<file path="config.mk">
export PLATFORM = sky130hd
export DESIGN_NAME = pll_phase_stepper_flat
export DESIGN_NICKNAME = d
export VERILOG_FILES = /design/src/rtl/pll_phase_pkg.sv /design/src/rtl/pll_phase_stepper_if.sv /design/src/rtl/pll_phase_stepper_sync_2ff.sv /design/src/rtl/pll_phase_stepper.sv /design/src/flat_wrapper.sv
export SDC_FILE = /design/constraint.sdc
export NUM_CORES = 1
export LEC_CHECK = 0
export BUFFER_PORTS_ARGS = -buffer_cell sky130_fd_sc_hd__buf_4
export CAP_MARGIN = 15
export CORE_MARGIN = 2
export CORE_UTILIZATION = 56
export CTS_CLUSTER_DIAMETER = 50
export CTS_CLUSTER_SIZE = 28
export DETAILED_ROUTE_END_ITERATION = 8
export PLACE_DENSITY = 0.83
export RECOVER_POWER = 50
export SLEW_MARGIN = 10
export SYNTH_ARGS = -nofsm -noshare
export SYNTH_HDL_FRONTEND = slang
export SYNTH_SLANG_ARGS = --single-unit
</file>
<file path="constraint.sdc">
create_clock -name clk -period 3.7 [get_ports clk]
set_input_delay 0.74 -clock clk [delete_from_list [all_inputs] [get_ports clk]]
set_output_delay 0.74 -clock clk [all_outputs]
set_load 0.01 [all_outputs]
</file>
<file path="src/rtl/pll_phase_pkg.sv">
// Shared types and constants for the EHXPLLL dynamic phase-step controller.
package pll_phase_pkg;

    typedef enum logic [1:0] {
        IDLE   = 2'b00,
        SETUP  = 2'b01,
        PULSE  = 2'b10,
        SETTLE = 2'b11
    } state_t;

    localparam logic [1:0] SEL_CLKOS  = 2'b00;
    localparam logic [1:0] SEL_CLKOS2 = 2'b01;
    localparam logic [1:0] SEL_CLKOS3 = 2'b10;
    localparam logic [1:0] SEL_CLKOP  = 2'b11;

    localparam int DEF_SETUP_CYCLES  = 4;
    localparam int DEF_PULSE_CYCLES  = 4;
    localparam int DEF_SETTLE_CYCLES = 16;
    localparam int DEF_STEP_W        = 8;
    localparam int DEF_PHASE_MOD     = 120;
    localparam int DEF_POS_W         = 7;

endpackage

</file>
<file path="src/rtl/pll_phase_stepper_if.sv">
// Valid/ready command channel into the phase stepper.
interface pll_phase_stepper_if
    import pll_phase_pkg::*;
#(
    parameter int STEP_W = DEF_STEP_W
) ();

    logic              cmd_valid;
    logic              cmd_ready;
    logic [1:0]        cmd_sel;
    logic              cmd_dir;
    logic [STEP_W-1:0] cmd_steps;

    modport master (
        output cmd_valid,
        output cmd_sel,
        output cmd_dir,
        output cmd_steps,
        input  cmd_ready
    );

    modport slave (
        input  cmd_valid,
        input  cmd_sel,
        input  cmd_dir,
        input  cmd_steps,
        output cmd_ready
    );

endinterface

</file>
<file path="src/rtl/pll_phase_stepper_sync_2ff.sv">
// Two-flop synchroniser for a single asynchronous level, resets to 0.
module sync_2ff
    import pll_phase_pkg::*;
(
    input  logic clk,
    input  logic rst_n,
    input  logic d,
    output logic q
);

    logic meta_r;
    logic sync_r;

    // Two-stage capture of the asynchronous input.
    always_ff @(posedge clk or negedge rst_n) begin
        if (!rst_n) begin
            meta_r <= 1'b0;
            sync_r <= 1'b0;
        end else begin
            meta_r <= d;
            sync_r <= meta_r;
        end
    end

    assign q = sync_r;

endmodule

</file>
<file path="src/rtl/pll_phase_stepper.sv">
// Sequences PHASESEL/PHASEDIR/PHASESTEP on an ECP5 EHXPLLL from a command
// channel, tracking the fine-phase position of each of the four outputs.
module pll_phase_stepper
    import pll_phase_pkg::*;
#(
    parameter int SETUP_CYCLES  = DEF_SETUP_CYCLES,
    parameter int PULSE_CYCLES  = DEF_PULSE_CYCLES,
    parameter int SETTLE_CYCLES = DEF_SETTLE_CYCLES,
    parameter int STEP_W        = DEF_STEP_W,
    parameter int PHASE_MOD     = DEF_PHASE_MOD,
    parameter int POS_W         = DEF_POS_W
) (
    input  logic                 clk,
    input  logic                 resetn,
    input  logic                 pll_locked,
    pll_phase_stepper_if.slave   cmd,
    output logic                 busy,
    output logic                 done,
    output logic                 abort,
    output logic                 locked,
    output logic [4*POS_W-1:0]   phase_pos,
    output logic [1:0]           pll_phasesel,
    output logic                 pll_phasedir,
    output logic                 pll_phasestep
);

    localparam int CNT_MAX_A = (SETUP_CYCLES > PULSE_CYCLES) ? SETUP_CYCLES : PULSE_CYCLES;
    localparam int CNT_MAX   = (CNT_MAX_A > SETTLE_CYCLES) ? CNT_MAX_A : SETTLE_CYCLES;
    localparam int CNT_W     = (CNT_MAX > 1) ? $clog2(CNT_MAX) : 1;

    localparam logic [CNT_W-1:0] SETUP_LAST  = CNT_W'(SETUP_CYCLES - 1);
    localparam logic [CNT_W-1:0] PULSE_LAST  = CNT_W'(PULSE_CYCLES - 1);
    localparam logic [CNT_W-1:0] SETTLE_LAST = CNT_W'(SETTLE_CYCLES - 1);
    localparam logic [POS_W-1:0] POS_LAST    = POS_W'(PHASE_MOD - 1);

    state_t                  state_r,  state_s;
    logic [CNT_W-1:0]        cnt_r,    cnt_s;
    logic [STEP_W-1:0]       remain_r, remain_s;
    logic [1:0]              sel_r,    sel_s;
    logic                    dir_r,    dir_s;
    logic                    step_r,   step_s;
    logic                    done_r,   done_s;
    logic                    abort_r,  abort_s;
    logic                    busy_r;
    logic [3:0][POS_W-1:0]   pos_r,    pos_s;
    logic [POS_W-1:0]        cur_pos_s;
    logic [POS_W-1:0]        nxt_pos_s;
    logic                    locked_s;
    logic                    accept_s;

    sync_2ff u_lock_sync (
        .clk   (clk),
        .rst_n (resetn),
        .d     (pll_locked),
        .q     (locked_s)
    );

    assign cmd.cmd_ready = (state_r == IDLE) && locked_s;
    assign accept_s      = cmd.cmd_valid && cmd.cmd_ready;

    // Next position of the selected output after one step, wrapping modulo PHASE_MOD.
    always_comb begin
        cur_pos_s = pos_r[sel_r];
        nxt_pos_s = cur_pos_s;
        if (dir_r) begin
            if (cur_pos_s == POS_LAST) begin
                nxt_pos_s = {POS_W{1'b0}};
            end else begin
                nxt_pos_s = cur_pos_s + POS_W'(1);
            end
        end else begin
            if (cur_pos_s == {POS_W{1'b0}}) begin
                nxt_pos_s = POS_LAST;
            end else begin
                nxt_pos_s = cur_pos_s - POS_W'(1);
            end
        end
    end

    // Sequencer next-state and next-output logic.
    always_comb begin
        state_s  = state_r;
        cnt_s    = cnt_r;
        remain_s = remain_r;
        sel_s    = sel_r;
        dir_s    = dir_r;
        step_s   = 1'b1;
        done_s   = 1'b0;
        abort_s  = 1'b0;
        pos_s    = pos_r;

        case (state_r)
            IDLE: begin
                cnt_s = {CNT_W{1'b0}};
                if (accept_s) begin
                    if (cmd.cmd_steps == {STEP_W{1'b0}}) begin
                        done_s = 1'b1;
                    end else begin
                        state_s  = SETUP;
                        sel_s    = cmd.cmd_sel;
                        dir_s    = cmd.cmd_dir;
                        remain_s = cmd.cmd_steps;
                    end
                end else begin
                    state_s = IDLE;
                end
            end

            SETUP: begin
                if (!locked_s) begin
                    state_s = IDLE;
                    cnt_s   = {CNT_W{1'b0}};
                    done_s  = 1'b1;
                    abort_s = 1'b1;
                end else if (cnt_r == SETUP_LAST) begin
                    state_s = PULSE;
                    cnt_s   = {CNT_W{1'b0}};
                    step_s  = 1'b0;
                end else begin
                    cnt_s = cnt_r + CNT_W'(1);
                end
            end

            // A pulse already started always runs its full width and is counted.
            PULSE: begin
                if (cnt_r == PULSE_LAST) begin
                    cnt_s    = {CNT_W{1'b0}};
                    remain_s = remain_r - STEP_W'(1);
                    for (int k = 0; k < 4; k++) begin
                        if (sel_r == 2'(k)) begin
                            pos_s[k] = nxt_pos_s;
                        end else begin
                            pos_s[k] = pos_r[k];
                        end
                    end
                    if (!locked_s) begin
                        state_s = IDLE;
                        done_s  = 1'b1;
                        abort_s = 1'b1;
                    end else begin
                        state_s = SETTLE;
                    end
                end else begin
                    step_s = 1'b0;
                    cnt_s  = cnt_r + CNT_W'(1);
                end
            end

            SETTLE: begin
                if (!locked_s) begin
                    state_s = IDLE;
                    cnt_s   = {CNT_W{1'b0}};
                    done_s  = 1'b1;
                    abort_s = 1'b1;
                end else if (cnt_r == SETTLE_LAST) begin
                    cnt_s = {CNT_W{1'b0}};
                    if (remain_r != {STEP_W{1'b0}}) begin
                        state_s = PULSE;
                        step_s  = 1'b0;
                    end else begin
                        state_s = IDLE;
                        done_s  = 1'b1;
                    end
                end else begin
                    cnt_s = cnt_r + CNT_W'(1);
                end
            end

            default: begin
                state_s = IDLE;
                cnt_s   = {CNT_W{1'b0}};
            end
        endcase
    end

    // State and output registers; reset returns the PLL pins to their static idle.
    always_ff @(posedge clk or negedge resetn) begin
        if (!resetn) begin
            state_r  <= IDLE;
            cnt_r    <= {CNT_W{1'b0}};
            remain_r <= {STEP_W{1'b0}};
            sel_r    <= SEL_CLKOS;
            dir_r    <= 1'b1;
            step_r   <= 1'b1;
            done_r   <= 1'b0;
            abort_r  <= 1'b0;
            busy_r   <= 1'b0;
            pos_r    <= '0;
        end else begin
            state_r  <= state_s;
            cnt_r    <= cnt_s;
            remain_r <= remain_s;
            sel_r    <= sel_s;
            dir_r    <= dir_s;
            step_r   <= step_s;
            done_r   <= done_s;
            abort_r  <= abort_s;
            busy_r   <= (state_s != IDLE);
            pos_r    <= pos_s;
        end
    end

    assign busy          = busy_r;
    assign done          = done_r;
    assign abort         = abort_r;
    assign locked        = locked_s;
    assign phase_pos     = pos_r;
    assign pll_phasesel  = sel_r;
    assign pll_phasedir  = dir_r;
    assign pll_phasestep = step_r;

endmodule
</file>
<file path="src/flat_wrapper.sv">
// flat-port wrapper written by rule: the top's interface ports become plain ports
module pll_phase_stepper_flat import pll_phase_pkg::*;
#(
    parameter int SETUP_CYCLES  = DEF_SETUP_CYCLES,
    parameter int PULSE_CYCLES  = DEF_PULSE_CYCLES,
    parameter int SETTLE_CYCLES = DEF_SETTLE_CYCLES,
    parameter int STEP_W        = DEF_STEP_W,
    parameter int PHASE_MOD     = DEF_PHASE_MOD,
    parameter int POS_W         = DEF_POS_W
)
  (clk, resetn, pll_locked, busy, done, abort, locked, phase_pos, pll_phasesel, pll_phasedir, pll_phasestep, cmd_cmd_valid, cmd_cmd_sel, cmd_cmd_dir, cmd_cmd_steps, cmd_cmd_ready);
  pll_phase_stepper_if #(.STEP_W(STEP_W)) cmd_i ();
  input  logic clk;
  input  logic resetn;
  input  logic pll_locked;
  output logic busy;
  output logic done;
  output logic abort;
  output logic locked;
  output logic [4*POS_W-1:0] phase_pos;
  output logic [1:0] pll_phasesel;
  output logic pll_phasedir;
  output logic pll_phasestep;
  input wire logic [$bits(cmd_i.cmd_valid)-1:0] cmd_cmd_valid;
  input wire logic [$bits(cmd_i.cmd_sel)-1:0] cmd_cmd_sel;
  input wire logic [$bits(cmd_i.cmd_dir)-1:0] cmd_cmd_dir;
  input wire logic [$bits(cmd_i.cmd_steps)-1:0] cmd_cmd_steps;
  output wire logic [$bits(cmd_i.cmd_ready)-1:0] cmd_cmd_ready;
  assign cmd_i.cmd_valid = cmd_cmd_valid;
  assign cmd_i.cmd_sel = cmd_cmd_sel;
  assign cmd_i.cmd_dir = cmd_cmd_dir;
  assign cmd_i.cmd_steps = cmd_cmd_steps;
  assign cmd_cmd_ready = cmd_i.cmd_ready;
  pll_phase_stepper #(.SETUP_CYCLES(SETUP_CYCLES), .PULSE_CYCLES(PULSE_CYCLES), .SETTLE_CYCLES(SETTLE_CYCLES), .STEP_W(STEP_W), .PHASE_MOD(PHASE_MOD), .POS_W(POS_W)) u_core (.clk(clk), .resetn(resetn), .pll_locked(pll_locked), .cmd(cmd_i), .busy(busy), .done(done), .abort(abort), .locked(locked), .phase_pos(phase_pos), .pll_phasesel(pll_phasesel), .pll_phasedir(pll_phasedir), .pll_phasestep(pll_phasestep));
endmodule
</file>
== Yosys cells after proc, flatten, opt, wreduce, memory -nomap -nowiden ==
Cells that the tools add are included.

* Bits in writable memories: 0
* Memory bits (read-only): 0
* Logic and storage cells: 88
* Memories kept: 0
* Output and inout port bits: 37
* Input port bits: 15
* Latch bits: 0
* Register bits: 51

* Div/mod/pow operators: 0
* Add/subtract/negate cells: 4
* Multiply operators: 0
* Mux-type cells: 39
* Bitwise logic cells: 1
* Reductions and logical operators: 16
* Eq/ne operators: 12
* Magnitude comparators: 1
* Shifts and indexed selects: 0

{| class="wikitable"
|+ Operator list
! kind !! number
|-
| two-way mux 7 bit || 4
|-
| two-way mux 8 bit || 3
|-
| two-way mux 2 bit || 9
|-
| two-way mux 4 bit || 4
|-
| case mux 4 bit (4 select lines) || 1
|-
| case mux 8 bit (2 select lines) || 1
|-
| AND reduction 3 bit || 5
|-
| binary-select mux 7 bit (select 2 bit) || 1
|-
| two-way mux 1 bit || 12
|-
| equality test 2 bit (second input constant) || 4
|-
| zero test 8 bit || 1
|-
| case mux 2 bit (4 select lines) || 1
|-
| nonzero test 8 bit || 1
|-
| subtractor 8 x 1 -> 8 bit (second input constant) || 1
|-
| adder 7 x 1 -> 7 bit (second input constant) || 1
|-
| equality test 7 bit (second input constant) || 1
|-
| zero test 7 bit || 1
|-
| subtractor 7 x 1 -> 7 bit (second input constant) || 1
|-
| adder 4 x 1 -> 4 bit (second input constant) || 1
|-
| equality test 2 x 1 -> 1 bit (second input constant) || 2
|-
| equality test 4 x 2 -> 1 bit (second input constant) || 1
|-
| equality test 4 bit (second input constant) || 1
|-
| zero test 2 bit || 2
|-
| inequality test 2 x 1 -> 1 bit (second input constant) || 2
|-
| other kinds (10) || 12
|}

== Depth between registers and ports, before layout ==
* Depth after elaboration: 6
* Depth in mapped cells: 10
* Gate-level depth less buffers: 8

== Cells and area by module ==
A second synthesis with hierarchy kept.

* Cells, all modules: 282
* Area total of the unflattened synthesis: 2961.6 sq um

{| class="wikitable"
|+ Modules (own cells, without submodules)
! module !! sequential area each (sq um) !! area an instance (sq um) !! instances !! cells each
|-
| pll_phase_stepper || 1228.7 || 2911.5 || 1 || 280
|-
| sync_2ff || 50.0 || 50.0 || 1 || 2
|}

== Worst setup path before layout ==
Ideal clock, no wire load.

* Path type: flip-flop to flip-flop
* Start point: reg u_core.sel_r[1] (netlist: u_core.pll_phasesel[1])
* End point: reg u_core.pos_r (netlist bit u_core.phase_pos[7])
* Library setup time: 0.066 ns
* Slack: 1.033 ns
* Arrival time: 2.601 ns
* Buffers on the path: 2
* Stages on the path, launching flop included: 11
* Required time: 3.634 ns
* Clock period less this slack: 2.667 ns
* Path through: dfrtp_1 > clkbuf_1 > buf_2 > mux4_1 > inv_1 > ha_1 > nor2b_1 > a2bb2oi_1 > or4_4 > a22oi_2 > mux2_2

* Word-level cells in the longest chain between the ends: 5
* Elaborated cells on any way between the ends: 11
* Classes of those cells: add/sub: 2; eq/ne: 2; mux: 5; reduce/logical: 2

{| class="wikitable"
|+ Ends and longest elaborated chain
! element !! RTL line !! source
|-
| start: declaration || pll_phase_stepper.sv:39 || <nowiki>logic [1:0] sel_r, sel_s;</nowiki>
|-
| start signal: assignment || pll_phase_stepper.sv:193 || <nowiki>sel_r <= sel_s;</nowiki>
|-
| binary-select mux 7 bit (select 2 bit) || pll_phase_stepper.sv:63 || <nowiki>cur_pos_s = pos_r[sel_r];</nowiki>
|-
| two-way mux 7 bit (not written as such) || pll_phase_stepper.sv:63 ||
|-
| subtractor 7 x 1 -> 7 bit, or another cell as far along || pll_phase_stepper.sv:75 || <nowiki>nxt_pos_s = cur_pos_s - POS_W'(1);</nowiki>
|-
| two-way mux 7 bit (on tied branches) || pll_phase_stepper.sv:72, pll_phase_stepper.sv:66 ||
|-
| two-way mux 7 bit || pll_phase_stepper.sv:65 || <nowiki>if (dir_r) begin</nowiki>
|-
| end signal: assignment || pll_phase_stepper.sv:199 || <nowiki>pos_r <= pos_s;</nowiki>
|-
| end: declaration || pll_phase_stepper.sv:45 || <nowiki>logic [3:0][POS_W-1:0] pos_r, pos_s;</nowiki>
|}

Parallel ways exist; a longest one is shown, timed or not. The select of a mux whose other input is x is not followed.
A chain may end at the register's enable or synchronous reset.

== Worst setup path in the final report ==
* Start point: reg u_core.sel_r[0] (netlist: u_core.pll_phasesel[0])
* End point: reg u_core.pos_r (netlist bit u_core.phase_pos[10])

Same word-level chain as after synthesis.

==> summary.txt <==
Status
  – Outcome: complete, but fails checks
  – Failing checks: capacitance limit, slew limit

Place
  – Hpwl dp: between 4000 and 5000 um
  – # port buffers: 51
  – RD Place Congestion: ~0.9

Timing
  – Final setup TNS: 0 ns
  – Unrepaired setup endpoints after global routing: false
  – Hold WS: approximately 0.36 ns
  – Max-slew violation count: 52
  – Fin crit period: about 3.0 ns
  – Maximum clock rate: approximately 340 MHz
  – Fin crit share: roughly four fifths
  – Worst Skew: about 0.004 ns
  – Hold Vio Cnt, Final: 0
  – Slew of the pin with the lowest slew margin: approximately 2.6 ns
  – Final setup vio count: 0
  – Slew HR: -76.2%

Min path
  – HP Start: u_core.u_lock_sync.meta_r
  – Hold WC Path Type: reg2reg
  – Hold EP: u_core.u_lock_sync.q
  – Worst Hold Depth: 0

Clock network
  – Hold_buf cts: 0
  – Root Driver: clkbuf_8
  – Skew-Pair Late Insertion Delay: about 0.30 ns
  – Num CTS Buffers: 5
  – CTS max path bufs: 2
  – Clock transition at path regs: approximately 0.09 ns
  – CTS resizes: 0
  – CTS tree: built
  – Post-CTS Setup Bufs: 0
  – H-tree Lvls: 2
  – Clk sinks: 51

Global routing
  – Met3 Use GR: under 10%
  – Vias in the first global route: about 2300
  – Grt ovf: 0
  – Wire length of the first global-routing pass: 10900 um
  – Initial antenna violation count: 0
  – GRT Total Usage: about a quarter
  – Largest net degree at the start of global routing: 52
  – M1 GR Usage: between 20 and 30%
  – GR Util met2: ~41%
  – Top Usage Layer GRT: met2

Setup path
  – R2R Setup Slk: 0.74 ns
  – Crit path buf inv count: 1
  – Critical Path RT: approximately 4 ns
  – Worst R2R Start: u_core.pll_phasesel[0]
  – Crit-path cells: mux4_1 -> inv_1 -> ha_1 -> nor2b_1 -> a2bb2oi_1 -> o41ai_4 -> o22ai_1 -> mux2_2
  – CP Max Fanout: 10
  – Critical Path Max Stage Delay: 0.73 ns
  – Crit path max-delay cell type: mux4_1
  – Crit. End Element: register
  – CP arrival: around 3.2 ns
  – Top delay family on crit path: multiplexers
  – CP Launch Type: register
  – R2r endpoint: u_core.phase_pos[10]
  – Register-to-Register Path Depth: 8
  – Setup CP Type: reg2reg

Floorplanning
  – Top Ports: between 50 and 60
  – Die height: 76.0 um
  – Initial Util: 57.5%
  – Die width: between 70 and 80 um
  – Core Footprint: just over 0.005 sq mm
  – Die Area: 0.00577 sq mm
  – # rows: 26

Yosys
  – Yosys cell types: 55
  – EDFF count, synth: 0
  – Sequential share of the synthesized area: between 40% and 50%
  – Number of synthesized register bits: approximately 50
  – Area contributors post-synth: dfrtp_1 42%, mux2_2 7.4%, mux4_2 3.9%, o21ai_0 3.3%, a21oi_1 3.1%
  – Syn Area/Cell: 10.5 sq um
  – Post-Syn Instances: approximately 280
  – Asr flop ratio synth: 100%
  – Synthesized area: 0.00290 sq mm
  – Synth Flop Type: dfrtp_1
  – Area leader, netlist: dfrtp_1
  – Synthesis warning total: 0
  – Synth Net Count: ~300
  – Share of the synthesized area in the top cell type: 42.3%

Run
  – Maxcap violations: 1

Detailed routing
  – Iter 0 DRT Violations: 145
  – DRT antenna net count: 0
  – Initial DRT Pass Iterations: 4
  – Routed wire length: 6600 um
  – Via density: 5.98
  – Drt drc: 0
  – Via Count: 2368
  – Drt wl/cell: approximately 17 um

Power
  – Peak supply drop: approximately 0.25 mV
  – Lkg Pwr: about 1.5 nW
  – Pwr dens: about 360 mW/mm^2

Cells and area
  – Layout cells sized above 1: 25.5%
  – Sequential cell area: 0.00128 sq mm
  – Commonest non-fill, non-tap cell in the layout: dfrtp_1
  – Commonest non-fill, non-tap cells in the layout: 49 x dfrtp_1, 36 x buf_4, 21 x nand2_1
  – Fill count: between 400 and 500
  – Nets: 346
  – Multi-input gate area: 0.00153 sq mm
  – Area growth from synthesis to layout: 16.1%
  – Diode count: 0
==> cell type report <==
type	instances	share of cell area [%]
clock inverters	1	0.223
repair buffers	54	10.1
well taps	70	2.60
flip-flops and latches	51	38.0
inverters	8	0.892
multi-input cells	205	45.3
clock buffers	7	2.86
==> cells in the mapped netlist (3+ instances only) <==
cell type and count:
nand3_1 9, a31oi_1 3, a21oi_1 18, nor2b_1 7, ha_1 6, nand4_1 4, mux2_2 19, nand2b_1 6
mux2i_1 4, nor3b_1 4, nor3_1 5, nor2_1 19, dfrtp_1 49, inv_1 8, o21ai_0 19, buf_2 4
nand2_1 21, clkbuf_1 6, o31ai_1 5, o22ai_1 5, xor2_1 5, mux4_2 5
==> report_power, final <==
| part | switching [mW] | internal (mW) |
|---|---|---|
| combinational | 0.104 | 0.0946 |
| sequential | 0.0582 | 0.590 |
| clock | 0.185 | 0.170 |
| total | 0.347 | 0.855 |
==> cells by family after synthesis <==
family | Yosys count | synth area share, %
AND/OR/NAND/NOR | 95 | 18.3
AO/OA/AOI/OAI | 67 | 15.2
flip-flops | 51 | 44.1
multiplexers | 30 | 14.5
buffers and inverters | 20 | 3.28
XOR/XNOR | 7 | 2.11
adder cells (fa/ha/maj) | 6 | 2.59
==> how the worst max path moves through the flow <==
stage | slack [ns] | endpoint | cells after the start | startpoint
floorplan | 1.03 | u_core.phase_pos[7] | 10 | u_core.pll_phasesel[1]
global placement | 0.91 | u_core.phase_pos[10] | 8 | u_core.pll_phasesel[0]
detailed placement | 0.77 | u_core.phase_pos[10] | 8 | u_core.pll_phasesel[0]
CTS | 0.75 | u_core.phase_pos[10] | 8 | u_core.pll_phasesel[0]
global route | 0.29 | u_core.remain_r[0] | 1 | resetn
finish | 0.74 | u_core.phase_pos[10] | 8 | u_core.pll_phasesel[0]
==> worst reg2reg max path, stage by stage (launching register included) <==
cell and delay [ns]:
dfrtp_1 0.60, mux4_1 0.73, inv_1 0.14, ha_1 0.17
nor2b_1 0.13, a2bb2oi_1 0.13, o41ai_4 0.43, o22ai_1 0.22
mux2_2 0.30
==> state kept, by name, summed over array words and instances (netlist names) <==
name and count:
u_core.pll_phasestep 1, u_core.phase_pos 28, u_core.pll_phasesel 2, u_core.pll_phasedir 1, u_core.busy 1, u_core.remain_r 8
u_core.abort 1, u_core.cnt_r 4, u_core.u_lock_sync.q 1, u_core.state_r 2, u_core.done 1, u_core.u_lock_sync.meta_r 1
==> per-stage QoR <==
stage	total power [mW]	util, %	worst slack (ns)	instances	area, sq um
2_1_floorplan	0.793	-	1.03	276	2900
3_3_place_gp	0.853	66.0	0.912	388	3330
3_5_place_dp	0.862	66.0	0.766	388	3330
4_1_cts	1.22	68.0	0.745	396	3430
5_1_grt	1.26	66.8	0.294	396	3370
6_report	1.20	66.8	0.740	396	3370
==> routing by layer <==
metal	up-vias	part of all wire, %
met2	77	51
met4	0	1.4
met1	1163	43
li1	1120	-
met3	8	4.8
met5	-	0
Power figures use the tool's default switching activity.
